<file path="src/rtl/xor_stream_sequencer_pkg.sv">
// ============================================================================
// Package  : cipher_pkg
// Brief    : Shared types, constants and helpers for the serial XOR cipher.
// Revision : 1.0 - initial release
// ============================================================================
`default_nettype none

package cipher_pkg;

    localparam int CIPHER_N = 8;
    localparam int c_max_n  = 16;

    typedef enum logic [0:0] {
        IDLE = 1'b0,
        RX   = 1'b1
    } rx_state_t;

    // Rotate the low n bits of word left by one; bits above n stay zero.
    function automatic logic [c_max_n-1:0] rol1(input logic [c_max_n-1:0] word,
                                                input int unsigned         n);
        logic [c_max_n-1:0] mask;
        mask = {c_max_n{1'b1}} >> (c_max_n - n);
        return ((word << 1) | (word >> (n - 1))) & mask;
    endfunction

endpackage

`default_nettype wire

</file>
<file path="src/rtl/xor_stream_sequencer_if.sv">
// ============================================================================
// Interface : xor_stream_sequencer_if
// Brief     : Serial input strobes and cipher output pins of the sequencer.
// Revision  : 1.0 - initial release
// ============================================================================
`default_nettype none

interface xor_stream_sequencer_if;

    logic start;
    logic d;
    logic key_sel;
    logic q;
    logic q_valid;
    logic key_valid;
    logic busy;
    logic err;

    modport master (
        output start, d, key_sel,
        input  q, q_valid, key_valid, busy, err
    );

    modport slave (
        input  start, d, key_sel,
        output q, q_valid, key_valid, busy, err
    );

endinterface

`default_nettype wire

</file>
<file path="src/rtl/xor_stream_sequencer_p2s_shifter.sv">
// ============================================================================
// Module   : p2s_shifter
// Brief    : Parallel-in serial-out shifter, MSB first, N valid cycles per load.
// Revision : 1.0 - initial release
// ============================================================================
`default_nettype none

module p2s_shifter #(
    parameter int N = 8
) (
    input  logic         clk,
    input  logic         rst,
    input  logic         load,
    input  logic [N-1:0] din,
    output logic         q,
    output logic         q_valid
);

    localparam int                c_cnt_w = $clog2(N);
    localparam logic [c_cnt_w-1:0] c_last  = c_cnt_w'(N - 1);

    logic [N-1:0]       r_sr;
    logic [c_cnt_w-1:0] r_left;
    logic               r_valid;

    always_ff @(posedge clk) begin
        if (rst) begin
            r_sr    <= '0;
            r_left  <= '0;
            r_valid <= 1'b0;
        end else if (load) begin
            r_sr    <= din;
            r_left  <= c_last;
            r_valid <= 1'b1;
        end else if (r_valid) begin
            r_sr <= {r_sr[N-2:0], 1'b0};
            if (r_left == '0) begin
                r_valid <= 1'b0;
            end else begin
                r_left <= r_left - 1'b1;
            end
        end
    end

    // Stale bits left after the last shift never reach the pin.
    assign q       = r_valid & r_sr[N-1];
    assign q_valid = r_valid;

    a_no_overlap: assert property (@(posedge clk) disable iff (rst)
        load |-> (!r_valid || r_left == '0));

endmodule

`default_nettype wire

</file>
<file path="src/rtl/xor_stream_sequencer.sv">
// ============================================================================
// Module   : xor_stream_sequencer
// Brief    : Frames serial words, routes them to key or cipher path, XORs data
//            with the (optionally rolling) key and re-serialises ciphertext.
// Revision : 1.0 - initial release
// ============================================================================
`default_nettype none

module xor_stream_sequencer
    import cipher_pkg::*;
#(
    parameter int N    = CIPHER_N,
    parameter bit ROLL = 1'b0
) (
    input  logic                  clk,
    input  logic                  rst,
    xor_stream_sequencer_if.slave bus
);

    localparam int                 c_cnt_w    = $clog2(N);
    localparam logic [c_cnt_w-1:0] c_cnt_last = c_cnt_w'(N - 1);

    rx_state_t          r_state;
    rx_state_t          w_state_nxt;
    logic [c_cnt_w-1:0] r_cnt;
    logic [N-2:0]       r_word;
    logic [N-1:0]       r_key;
    logic               r_key_sel;
    logic               r_key_valid;
    logic               r_err;

    logic               w_accept;
    logic               w_last;
    logic [N-1:0]       w_word_full;
    logic [N-1:0]       w_key_next;
    logic               w_load;
    logic [N-1:0]       w_tx_data;
    logic               w_q;
    logic               w_q_valid;

    always_ff @(posedge clk) begin
        if (rst) begin
            r_state <= IDLE;
        end else begin
            r_state <= w_state_nxt;
        end
    end

    always_comb begin
        w_state_nxt = r_state;
        w_accept    = 1'b0;
        w_last      = 1'b0;
        case (r_state)
            IDLE: begin
                if (bus.start) begin
                    w_accept    = 1'b1;
                    w_state_nxt = RX;
                end
            end
            RX: begin
                if (r_cnt == c_cnt_last) begin
                    w_last      = 1'b1;
                    w_state_nxt = IDLE;
                end
            end
            default: w_state_nxt = IDLE;
        endcase
    end

    // The LSB is still on d during the last cycle, so dispatch uses the
    // assembled word directly and the result is visible one edge later.
    assign w_word_full = {r_word, bus.d};
    assign w_load      = w_last & ~r_key_sel & r_key_valid;
    assign w_tx_data   = w_word_full ^ r_key;

    generate
        if (ROLL) begin : g_roll
            logic [c_max_n-1:0] w_key_ext;
            always_comb begin
                w_key_ext        = '0;
                w_key_ext[N-1:0] = r_key;
            end
            assign w_key_next = N'(rol1(w_key_ext, N));
        end else begin : g_static
            assign w_key_next = r_key;
        end
    endgenerate

    always_ff @(posedge clk) begin
        if (rst) begin
            r_cnt       <= '0;
            r_word      <= '0;
            r_key       <= '0;
            r_key_sel   <= 1'b0;
            r_key_valid <= 1'b0;
            r_err       <= 1'b0;
        end else begin
            if (w_accept) begin
                r_word    <= {{(N-2){1'b0}}, bus.d};
                r_cnt     <= c_cnt_w'(1);
                r_key_sel <= bus.key_sel;
            end else if (r_state == RX) begin
                r_word <= w_word_full[N-2:0];
                r_cnt  <= r_cnt + 1'b1;
            end

            if (w_last) begin
                if (r_key_sel) begin
                    r_key       <= w_word_full;
                    r_key_valid <= 1'b1;
                end else if (r_key_valid) begin
                    r_key <= w_key_next;
                end else begin
                    r_err <= 1'b1;
                end
            end

            // Any start seen mid-frame, including the LSB cycle, is an overrun.
            if (r_state == RX && bus.start) begin
                r_err <= 1'b1;
            end
        end
    end

    p2s_shifter #(
        .N (N)
    ) u_tx (
        .clk     (clk),
        .rst     (rst),
        .load    (w_load),
        .din     (w_tx_data),
        .q       (w_q),
        .q_valid (w_q_valid)
    );

    assign bus.q         = w_q;
    assign bus.q_valid   = w_q_valid;
    assign bus.key_valid = r_key_valid;
    assign bus.err       = r_err;
    assign bus.busy      = (r_state == RX) | w_accept | w_q_valid;

endmodule

`default_nettype wire

</file>
<file path="src/flat_wrapper.sv">
// flat-port wrapper written by rule: the top's interface ports become plain ports
module xor_stream_sequencer_flat import cipher_pkg::*;
#(
    parameter int N    = CIPHER_N,
    parameter bit ROLL = 1'b0
)
  (clk, rst, bus_start, bus_d, bus_key_sel, bus_q, bus_q_valid, bus_key_valid, bus_busy, bus_err);
  xor_stream_sequencer_if bus_i ();
  input  logic clk;
  input  logic rst;
  input wire logic [$bits(bus_i.start)-1:0] bus_start;
  input wire logic [$bits(bus_i.d)-1:0] bus_d;
  input wire logic [$bits(bus_i.key_sel)-1:0] bus_key_sel;
  output wire logic [$bits(bus_i.q)-1:0] bus_q;
  output wire logic [$bits(bus_i.q_valid)-1:0] bus_q_valid;
  output wire logic [$bits(bus_i.key_valid)-1:0] bus_key_valid;
  output wire logic [$bits(bus_i.busy)-1:0] bus_busy;
  output wire logic [$bits(bus_i.err)-1:0] bus_err;
  assign bus_i.start = bus_start;
  assign bus_i.d = bus_d;
  assign bus_i.key_sel = bus_key_sel;
  assign bus_q = bus_i.q;
  assign bus_q_valid = bus_i.q_valid;
  assign bus_key_valid = bus_i.key_valid;
  assign bus_busy = bus_i.busy;
  assign bus_err = bus_i.err;
  xor_stream_sequencer #(.N(N), .ROLL(ROLL)) u_core (.clk(clk), .rst(rst), .bus(bus_i));
endmodule
</file>
<file path="config.mk">
export PLATFORM = sky130hd
export DESIGN_NAME = xor_stream_sequencer_flat
export DESIGN_NICKNAME = d
export VERILOG_FILES = /design/src/rtl/xor_stream_sequencer_pkg.sv /design/src/rtl/xor_stream_sequencer_if.sv /design/src/rtl/xor_stream_sequencer_p2s_shifter.sv /design/src/rtl/xor_stream_sequencer.sv /design/src/flat_wrapper.sv
export SDC_FILE = /design/constraint.sdc
export NUM_CORES = 1
export LEC_CHECK = 0
export ABC_AREA = 1
export CORE_MARGIN = 2
export CORE_UTILIZATION = 45
export CTS_CLUSTER_SIZE = 14
export DETAILED_ROUTE_END_ITERATION = 7
export PLACE_DENSITY = 0.73
export SLEW_MARGIN = 10
export SYNTH_ARGS = -nofsm -noshare
export SYNTH_HDL_FRONTEND = slang
export SYNTH_SLANG_ARGS = --single-unit
</file>
<file path="constraint.sdc">
create_clock -name clk -period 2.03 [get_ports clk]
set_clock_uncertainty 0.2 [all_clocks]
set_input_delay 0.406 -clock clk [delete_from_list [all_inputs] [get_ports clk]]
set_output_delay 0.406 -clock clk [all_outputs]
set_load 0.03 [all_outputs]
</file>
==> summary.txt <==
Floorplanning
  • Die footprint: ~0.0038 mm2
  • Chip width: just over 60 um
  • Die height: ~62 um
  • Core Rows: 21
  • # IOs: 10
  • Initial Util: 0.459
  • Core area: about 0.0033 mm2

Clock network
  • Post-CTS Setup Bufs: 0
  • H-Tree Depth: 2
  • CTS tree: built
  • Clock Tree Root: clkbuf_4
  • Worst skew pair latency: roughly 340 ps
  • Worst-path clk slew: around 90 ps
  • CTS max path bufs: 2
  • Clk sink count: 34
  • Num CTS Buffers: 5

Setup path
  • R2R Path Start: u_core.r_cnt[0]
  • Slowest CP cell: clkdlybuf4s50_1
  • WP data required: 1420 ps
  • CP cell instances: clkdlybuf4s50_1
  • Crit path launch: u_core.bus.err
  • Worst-path fanout max: 2
  • Critical Path Max Stage Delay: 670 ps
  • Kind of cell adding the most delay to the critical path: buffers and inverters
  • Startpoint class of the critical path: flip-flop
  • Crit end category: output port
  • CP arrival: around 1300 ps
  • Worst path buffer plus inverter count: 1
  • Critical path class: reg2out

Timing
  • Maximum clock rate: 514 MHz
  • Unrepaired setup endpoints after global routing: no
  • Tcrit/Tclk final: 0.958
  • Crit path time final: about 2000 ps
  • Slew @ Worst Pin: around 400 ps
  • Slew headroom: 0.726
  • Final Max Slew Viols: 0
  • Final Hold Vio Count: 0
  • Setup slack after layout: 84.8 ps
  • Endpoints failing setup: 0
  • Setup TNS: 0 ps

Layout
  • Final std cells w/o fill: around 260
  • Final Cell Area: ~0.0017 mm2
  • Multi-input gate area: roughly 700 um2
  • Post-layout util: 0.518
  • Number of fill cells: 336
  • Layout cells sized above 1: 0.0986
  • Nets: about 220
  • Sequential cell area: 681 um2
  • ANT cells: 0
  • Area added between synthesis and finish: 12.7%

Pwr
  • Pwr/cell area: 673 mW/mm2
  • P_leak: 0.670 nW
  • Worst IR drop on VDD: 0.000400 V

Yosys
  • Leading area contributor after synthesis: dfxtp_1
  • Main flop type after synthesis: dfxtp_1
  • Synth Area per Inst: about 7.6 um2
  • Asr flop ratio synth: 0
  • Library cells used by synthesis: 24
  • Most common library cells after synthesis: 64 x nand2_1, 34 x dfxtp_1, 31 x a21oi_1
  • Synth Cell Area: 0.00151 mm2
  • Cells after Synth: a little under 200
  • Most numerous cell in the Yosys netlist: nand2_1
  • YS warnings: 0
  • Top post-synthesis cells by area: dfxtp_1 45%, nand2_1 16%, a21oi_1 10%
  • Register area share after synthesis: 0.451
  • Synth top area share: 0.451
  • Seq cells post-synth: 34
  • EDFF count, synth: 0
  • Syn Nets: 207

Detailed routing
  • Vias: 1238
  • Drt first pass iters: 4
  • Initial drt markers: 41
  • Antenna viol nets, final: 0
  • Wire length per cell: 10.8 um
  • DR DRC count: 0
  • WL final: between 2000 and 3000 um
  • Vias per cell: around 4.8

Placed design
  • Dpl cells: about 250
  • Placed wire-length estimate: roughly 1900 um
  • Routability congestion estimate: about 0.71
  • Pre-CTS setup slack: approximately 200 ps
  • PortBufs: 9
  • DP Area: between 0.0015 and 0.002 mm2

GRT
  • Global-route wire length before repair: slightly below 5000 um
  • Initial antenna violation count: 0
  • Total grt overflow: 0
  • Largest net degree at the start of global routing: 23
  • GRT Overall Usage: 0.179
  • Vias in the first global route: between 1k and 1.5k

Run
  • MaxCap Viol Count: 0

Min path
  • Min-delay worst type: reg2reg
  • Hold_sp: u_core.r_cnt[1]

Run status
  • Status: finished clean
==> where the power goes <==
group	leakage, nW	internal [W]	switching (W)	total (W)
sequential	0.275	0.000676	0.0000119	0.000688
combinational	0.359	0.0000279	0.0000424	0.0000703
clock	0.0353	0.000168	0.000219	0.000387
total	0.670	0.000872	0.000273	0.00114
==> cells in the final DEF, fill, tap and decap left out, drive strengths merged <==
cell	count
a21oi	31
xor2	1
o21ai	4
nand4	2
nand2	66
clkinv	2
nor3	3
a211oi	1
ha	4
inv	12
xnor2	7
clkdlybuf4s50	5
dfxtp	34
clkbuf	7
nand3	18
dlygate4sd2	2
buf	7
nor2	6
dlymetal6s2s	1
==> final timing paths <==
check / end / slack [ps] / cells past startpoint
worst max-delay path: bus_err / 80 / 1
worst max register to register: u_core.r_key[5] / 350 / 7
worst min register to register: u_core.r_cnt[1] / 270 / 2
worst min-delay path: u_core.r_cnt[1] / 270 / 2
==> state kept, by name (all words and copies together) (netlist names) <==
name and cells:
u_core.r_key 8, u_core.u_tx.r_sr 8, u_core.r_word 7, u_core.r_cnt 3, u_core.u_tx.r_left 3, u_core.bus.err 1
u_core.bus.key_valid 1, u_core.r_key_sel 1, u_core.r_state 1, u_core.u_tx.q_valid 1
==> through the flow <==
step | hold slack, ps | total power, W
floorplan | 238 | 0.000746
global placement | 254 | 0.000773
detailed placement | 259 | 0.000773
CTS | 273 | 0.00116
global route | 297 | 0.00120
finish | 270 | 0.00114
==> routing by layer <==
metal	track usage	wire length (um)	part of all wire	up-vias
li1	-	-	-	674
met1	0.225	1400	0.50	548
met2	0.275	1240	0.44	12
met3	0.0683	93	0.033	4
met4	0.0729	53	0.019	0
met5	0	0	0	-
==> layout make-up <==
class / instances / share of cell area
multi-input combinational: 143 / 0.422
tap: 46 / 0.0338
clock inverter: 1 / 0.00294
clock buffer: 7 / 0.0324
sequential: 34 / 0.400
inverter: 13 / 0.0302
timing repair buffer: 15 / 0.0780
==> logic make-up after synthesis <==
| family | after synthesis | synth area share |
|---|---|---|
| flops | 34 | 0.451 |
| compound gates | 36 | 0.121 |
| buf+inv | 21 | 0.0730 |
| simple gates | 95 | 0.275 |
| xor+xnor | 8 | 0.0464 |
| fa+ha+maj | 4 | 0.0332 |
==> what timing repair did <==
item | CTS | global route
endpoints found under the setup margin | 2 | 1
resized for setup | 2 | 1
endpoints found under the hold margin | 0 | 0
hold buffers | 0 | 0
(Power assumes the default switching activity.)
